<file path="src/rtl/cond_unit_banked.sv">
// -----------------------------------------------------------------------------
// cond_unit_banked
//
// Condition unit for the single-cycle core. It keeps the architectural NZCV
// flags in NUM_BANKS banks and checks the instruction condition field against
// the active bank. It then gates the decoder's PC-source, register-write and
// memory-write requests. On an executed instruction it updates the flags in
// two independent groups: {N,Z} and {C,V}.
//
// Optional feature: define CLU_PERF_CNT_EN to build two saturating
// performance counters (executed / squashed instructions). When the macro is
// undefined, the counter ports are tied to zero and cnt_clr is ignored.
//
// Parameters
//   NUM_BANKS  number of NZCV flag banks (>=1)
//   CNT_W      width of the performance counters
//
// Ports
//   clk        rising-edge clock
//   rst_n      asynchronous active-low reset (all banks and counters to 0)
//   en         instruction valid / not stalled; 0 holds all state
//   cond       instruction condition field
//   alu_flags  {N,Z,C,V} produced by the ALU this cycle
//   flag_w     [1] update N,Z ; [0] update C,V
//   pcs        decoder PC-source request
//   reg_w      decoder register-write request
//   mem_w      decoder memory-write request
//   no_write   compare-class instruction, suppresses register write
//   bank_sel   active flag bank (clamped to NUM_BANKS-1)
//   cond_ex    condition passed for the current instruction
//   pcs_o      gated PC-source
//   reg_w_o    gated register write
//   mem_w_o    gated memory write
//   flags_o    registered {N,Z,C,V} of the active bank
//   cnt_clr    synchronous clear of both counters
//   exec_cnt   executed-instruction count
//   squash_cnt squashed-instruction count
//
// Handshake: en acts as the valid qualifier for the instruction that is
// presented this cycle. There is no ready; the unit always accepts. An
// instruction with en=0 has no side effects and produces no gated requests.
// -----------------------------------------------------------------------------
module cond_unit_banked #(
    parameter  int NUM_BANKS = 2,
    parameter  int CNT_W     = 16,
    localparam int BW        = (NUM_BANKS > 1) ? $clog2(NUM_BANKS) : 1
) (
    input  logic             clk,
    input  logic             rst_n,
    input  logic             en,
    input  logic [3:0]       cond,
    input  logic [3:0]       alu_flags,
    input  logic [1:0]       flag_w,
    input  logic             pcs,
    input  logic             reg_w,
    input  logic             mem_w,
    input  logic             no_write,
    input  logic [BW-1:0]    bank_sel,
    output logic             cond_ex,
    output logic             pcs_o,
    output logic             reg_w_o,
    output logic             mem_w_o,
    output logic [3:0]       flags_o,
    input  logic             cnt_clr,
    output logic [CNT_W-1:0] exec_cnt,
    output logic [CNT_W-1:0] squash_cnt
);

    logic [3:0]    bank_q [NUM_BANKS];
    logic [BW-1:0] act_bank;
    logic [3:0]    cur_flags;
    logic          f_n, f_z, f_c, f_v;
    logic          wr_nz, wr_cv;

    // Out-of-range selects fall back to the last bank so that reads and
    // writes always address the same, existing bank.
    always_comb begin
        act_bank = '0;
        if (NUM_BANKS > 1) begin
            if ({1'b0, bank_sel} >= (BW+1)'(NUM_BANKS))
                act_bank = BW'(NUM_BANKS - 1);
            else
                act_bank = bank_sel;
        end
    end

    // Flags are always the registered state of earlier instructions. The
    // ALU result of this cycle does not bypass into cond_ex.
    assign cur_flags = bank_q[act_bank];
    assign f_n       = cur_flags[3];
    assign f_z       = cur_flags[2];
    assign f_c       = cur_flags[1];
    assign f_v       = cur_flags[0];
    assign flags_o   = cur_flags;

    always_comb begin
        cond_ex = 1'b1;
        case (cond)
            4'h0:    cond_ex = f_z;
            4'h1:    cond_ex = ~f_z;
            4'h2:    cond_ex = f_c;
            4'h3:    cond_ex = ~f_c;
            4'h4:    cond_ex = f_n;
            4'h5:    cond_ex = ~f_n;
            4'h6:    cond_ex = f_v;
            4'h7:    cond_ex = ~f_v;
            4'h8:    cond_ex = f_c & ~f_z;
            4'h9:    cond_ex = ~f_c | f_z;
            4'hA:    cond_ex = (f_n == f_v);
            4'hB:    cond_ex = (f_n != f_v);
            4'hC:    cond_ex = ~f_z & (f_n == f_v);
            4'hD:    cond_ex = f_z | (f_n != f_v);
            // AL, and the unused 0xF encoding, both execute unconditionally.
            default: cond_ex = 1'b1;
        endcase
    end

    assign pcs_o   = pcs & cond_ex & en;
    assign reg_w_o = reg_w & cond_ex & ~no_write & en;
    assign mem_w_o = mem_w & cond_ex & en;

    assign wr_nz = en & cond_ex & flag_w[1];
    assign wr_cv = en & cond_ex & flag_w[0];

    always_ff @(posedge clk or negedge rst_n) begin
        if (!rst_n) begin
            for (int b = 0; b < NUM_BANKS; b++)
                bank_q[b] <= 4'b0000;
        end else begin
            for (int b = 0; b < NUM_BANKS; b++) begin
                if (BW'(b) == act_bank) begin
                    if (wr_nz) bank_q[b][3:2] <= alu_flags[3:2];
                    if (wr_cv) bank_q[b][1:0] <= alu_flags[1:0];
                end
            end
        end
    end

`ifdef CLU_PERF_CNT_EN
    localparam logic [CNT_W-1:0] CNT_MAX = '1;

    logic [CNT_W-1:0] exec_q;
    logic [CNT_W-1:0] squash_q;

    // The clear wins over a same-cycle increment. Both counters stick at
    // their maximum instead of wrapping.
    always_ff @(posedge clk or negedge rst_n) begin
        if (!rst_n) begin
            exec_q   <= '0;
            squash_q <= '0;
        end else if (cnt_clr) begin
            exec_q   <= '0;
            squash_q <= '0;
        end else if (en) begin
            if (cond_ex && (exec_q != CNT_MAX))
                exec_q <= exec_q + 1'b1;
            if (!cond_ex && (squash_q != CNT_MAX))
                squash_q <= squash_q + 1'b1;
        end
    end

    assign exec_cnt   = exec_q;
    assign squash_cnt = squash_q;
`else
    // The counter ports stay in place so the interface does not change
    // between builds.
    logic unused_cnt_clr;
    assign unused_cnt_clr = cnt_clr;
    assign exec_cnt       = '0;
    assign squash_cnt     = '0;
`endif

endmodule

</file>
<file path="config.mk">
export PLATFORM = sky130hd
export DESIGN_NAME = cond_unit_banked
export DESIGN_NICKNAME = d
export VERILOG_FILES = /design/src/rtl/cond_unit_banked.sv
export SDC_FILE = /design/constraint.sdc
export NUM_CORES = 1
export LEC_CHECK = 0
export CAP_MARGIN = 10
export CORE_MARGIN = 10
export CORE_UTILIZATION = 35
export DETAILED_ROUTE_END_ITERATION = 6
export GPL_TIMING_DRIVEN = 0
export PLACE_DENSITY = 0.79
export SYNTH_ARGS = -nofsm -noshare
export SYNTH_HDL_FRONTEND = slang
export SYNTH_SLANG_ARGS = --single-unit
export TNS_END_PERCENT = 100
</file>
<file path="constraint.sdc">
create_clock -name clk -period 4.7 [get_ports clk]
set_input_delay 1.41 -clock clk [delete_from_list [all_inputs] [get_ports clk]]
set_output_delay 1.41 -clock clk [all_outputs]
set_load 0.01 [all_outputs]
</file>
==> flow_summary.yaml <==
status:
  status: "complete, no violations"
power:
  leakage_nw: 0.6667
  power_mw: 0.4212
  ir_drop_mv: 0.2137
  p_per_area_nw_per_um2: 321.2
worst_setup_path:
  startpoint_type: "primary input"
  endpoint_kind: "output port"
  worstPathArrival_ns: 3.20
  crit_required_ns: 3.29
  path_max_fanout: 10
  path_class: "primary input to output port"
cells_and_area:
  num_antenna_cells: 0
  final_core_util: 0.5391
  regArea_um2: 200.2
  largestRegisters: "bank_q: 8 flops"
  layout.nets: 169
  layout.cells.non_filler: 178
  top_register: "bank_q"
  n_fill_cell: 217
  final_area_um2: 1311
  largest_reg_flops: 8
  final_layout_size_suffix_gt1_frac: 0.3649
  multi_input_comb_area_um2: 546.8
  area_growth_pct: 50.14
floorplan:
  ios: 59
  die_y_um: 69.95
  core_area_um2: 2432
  rows: 18
  initial_utilization: 0.3591
  die_area_um2: 4893
  die_w_um: 69.95
timing:
  skew_ns: 0.003188
  final-setup-viol-count: 0
  fin_crit_sh: 0.9812
  hold_slack_ns: 0.4800
  setup_ws_ns: 0.08849
  final_hold_viol_count: 0
  slew_viol_final: 0
  rsz0062_at_grt: "no"
  max_freq_ghz: 0.2168
  post-route-min-period_ns: 4.612
  setup_tns_ns: 0
route:
  first_pass_iters: 4
  via_per_inst: 3.994
  ant_nets: 0
  wl_per_cell_um: 11.73
  drcViolationCount: 0
  via_count: 711
  drtIter0Drc: 15
  routed_wl_um: 2088
global_route:
  grt_pass1_wl_um: 3491
  grt_antenna_before_repair: 0
  first_global_vias: 771
  grt_usage: 0.08530
  grt_overflow: 0
  grt_max_degree: 11
placed_design:
  post-place-ws_ns: -0.4984
  dp_hpwl_um: 1914
  dpl_cell_area_um2: 1267
  gp_congestion: 0.8265
  dpl.cell_count: 172
  io_buffers: 24
worst_hold_path:
  min_path_type: "flip-flop to flip-flop"
clocking:
  cts-htree-levels: 1
  cts_root_buf: "clkbuf_4"
  clk_latency_ns: 0.26
  cts_buffer_depth: 2
  postCtsHoldBufs: 0
  cts_sinks: 8
  cts_tree: "done"
  cts.reportedPaths.clkPinSlew_ns: 0.05
  cts_buffers: 3
yosys:
  avgSynthCellArea_um2: 10.04
  yosysSeqAreaShare: 0.2292
  netlist_area_um2: 873.3
  synth_cell_type_count: 28
  synth-seq-cells: 8
  synth_cells: 87
  yosys_warnings: 0
job:
  drv_cap: 0
==> final timing paths <==
check                          start         to  slack, ns  cells after the start
setup / recovery            bank_sel    mem_w_o       0.09                      7
hold / removal             bank_q[6]  bank_q[6]       0.48                      1
setup reg to reg           bank_q[3]  bank_q[3]       2.37                      7
min in group asynchronous      rst_n  bank_q[1]       1.42                      1
max in group asynchronous      rst_n  bank_q[3]       3.02                      1
hold reg to reg            bank_q[6]  bank_q[6]       0.48                      1
==> cell usage after synthesis <==
| master | n | area (um^2) |
|---|---|---|
| mux2i_1 | 1 | 10.01 |
| mux2_4 | 2 | 30.03 |
| and2_1 | 1 | 6.260 |
| mux2_2 | 1 | 11.26 |
| and3_1 | 2 | 12.51 |
| nor3b_1 | 2 | 15.01 |
| nor3_1 | 2 | 10.01 |
| nor2b_1 | 1 | 6.260 |
| and2b_1 | 1 | 7.510 |
| buf_4 | 32 | 240.2 |
| nor2_1 | 2 | 7.510 |
| and2b_2 | 1 | 8.760 |
| mux2_1 | 9 | 101.4 |
| a21boi_2 | 1 | 11.26 |
| nand2_1 | 2 | 7.510 |
| and4b_1 | 1 | 10.01 |
| inv_1 | 1 | 3.750 |
| dfrtp_1 | 8 | 200.2 |
| o22ai_1 | 1 | 6.260 |
| buf_6 | 1 | 11.26 |
| xnor2_1 | 2 | 17.52 |
| mux2i_4 | 2 | 45.04 |
| conb_1 | 1 | 3.750 |
| a21oi_2 | 4 | 35.03 |
| nand3_1 | 2 | 10.01 |
| mux4_2 | 1 | 22.52 |
| nand4_1 | 2 | 12.51 |
| a221o_1 | 1 | 10.01 |
==> where the power goes <==
part | internal (mW) | switching (mW)
registers | 0.0981 | 0.0193
logic | 0.145 | 0.107
clock network | 0.0291 | 0.0224
==> final cells by class <==
type	instances	share of cell area
multi-input combinational	76	0.4170
sequential	8	0.1527
clock buffer	3	0.01718
inverter	1	0.002863
tap	30	0.02863
buffer	33	0.1918
timing repair buffer	27	0.1899
==> worst max-delay path, stage by stage <==
cell and delay [ns]:
buf_6 0.12, mux2_2 0.35, mux4_2 0.52, mux2i_4 0.19, a21boi_4 0.22, and3_1 0.16, clkdlybuf4s15_1 0.23
==> layout by cell type, fill, tap and decap left out <==
cell	n
a21boi_4	1
a21oi_2	4
a221o_1	1
and2_1	1
and2b_1	1
and2b_2	1
and3_1	2
and4b_1	1
buf_4	35
buf_6	1
clkbuf_2	2
clkbuf_4	3
clkdlybuf4s15_1	1
clkdlybuf4s50_1	18
conb_1	32
dfrtp_1	8
dlygate4sd2_1	3
inv_1	1
mux2_1	9
mux2_2	1
mux2_4	2
mux2i_1	1
mux2i_4	2
mux4_2	1
nand2_1	2
nand3_1	2
nand4_1	2
nor2_1	2
nor2b_1	1
nor3_1	1
nor3_2	1
nor3b_1	2
o22ai_1	1
xnor2_1	2
==> timing repair <==
action                     in CTS  in global routing
gates resized for setup         9                  4
setup endpoints to repair       4                  3
setup buffers                   3                  0
pin swaps                       1                  0
==> metal layers <==
layer	vias to the layer above	wire length [um]	global-route usage
li1	360	-	-
met1	304	690	0.07368
met2	42	1069	0.1531
met3	5	268	0.03955
met4	0	59	0.05702
met5	-	0	0
==> logic make-up after synthesis <==
logic type	share of synthesized area
AO/OA/AOI/OAI	0.07163
XOR/XNOR	0.02006
buffers and inverters	0.2923
flip-flops	0.2292
multiplexers	0.2521
other	0.004294
AND/OR/NAND/NOR	0.1304
Note: power is estimated with default switching activity, not from simulation.
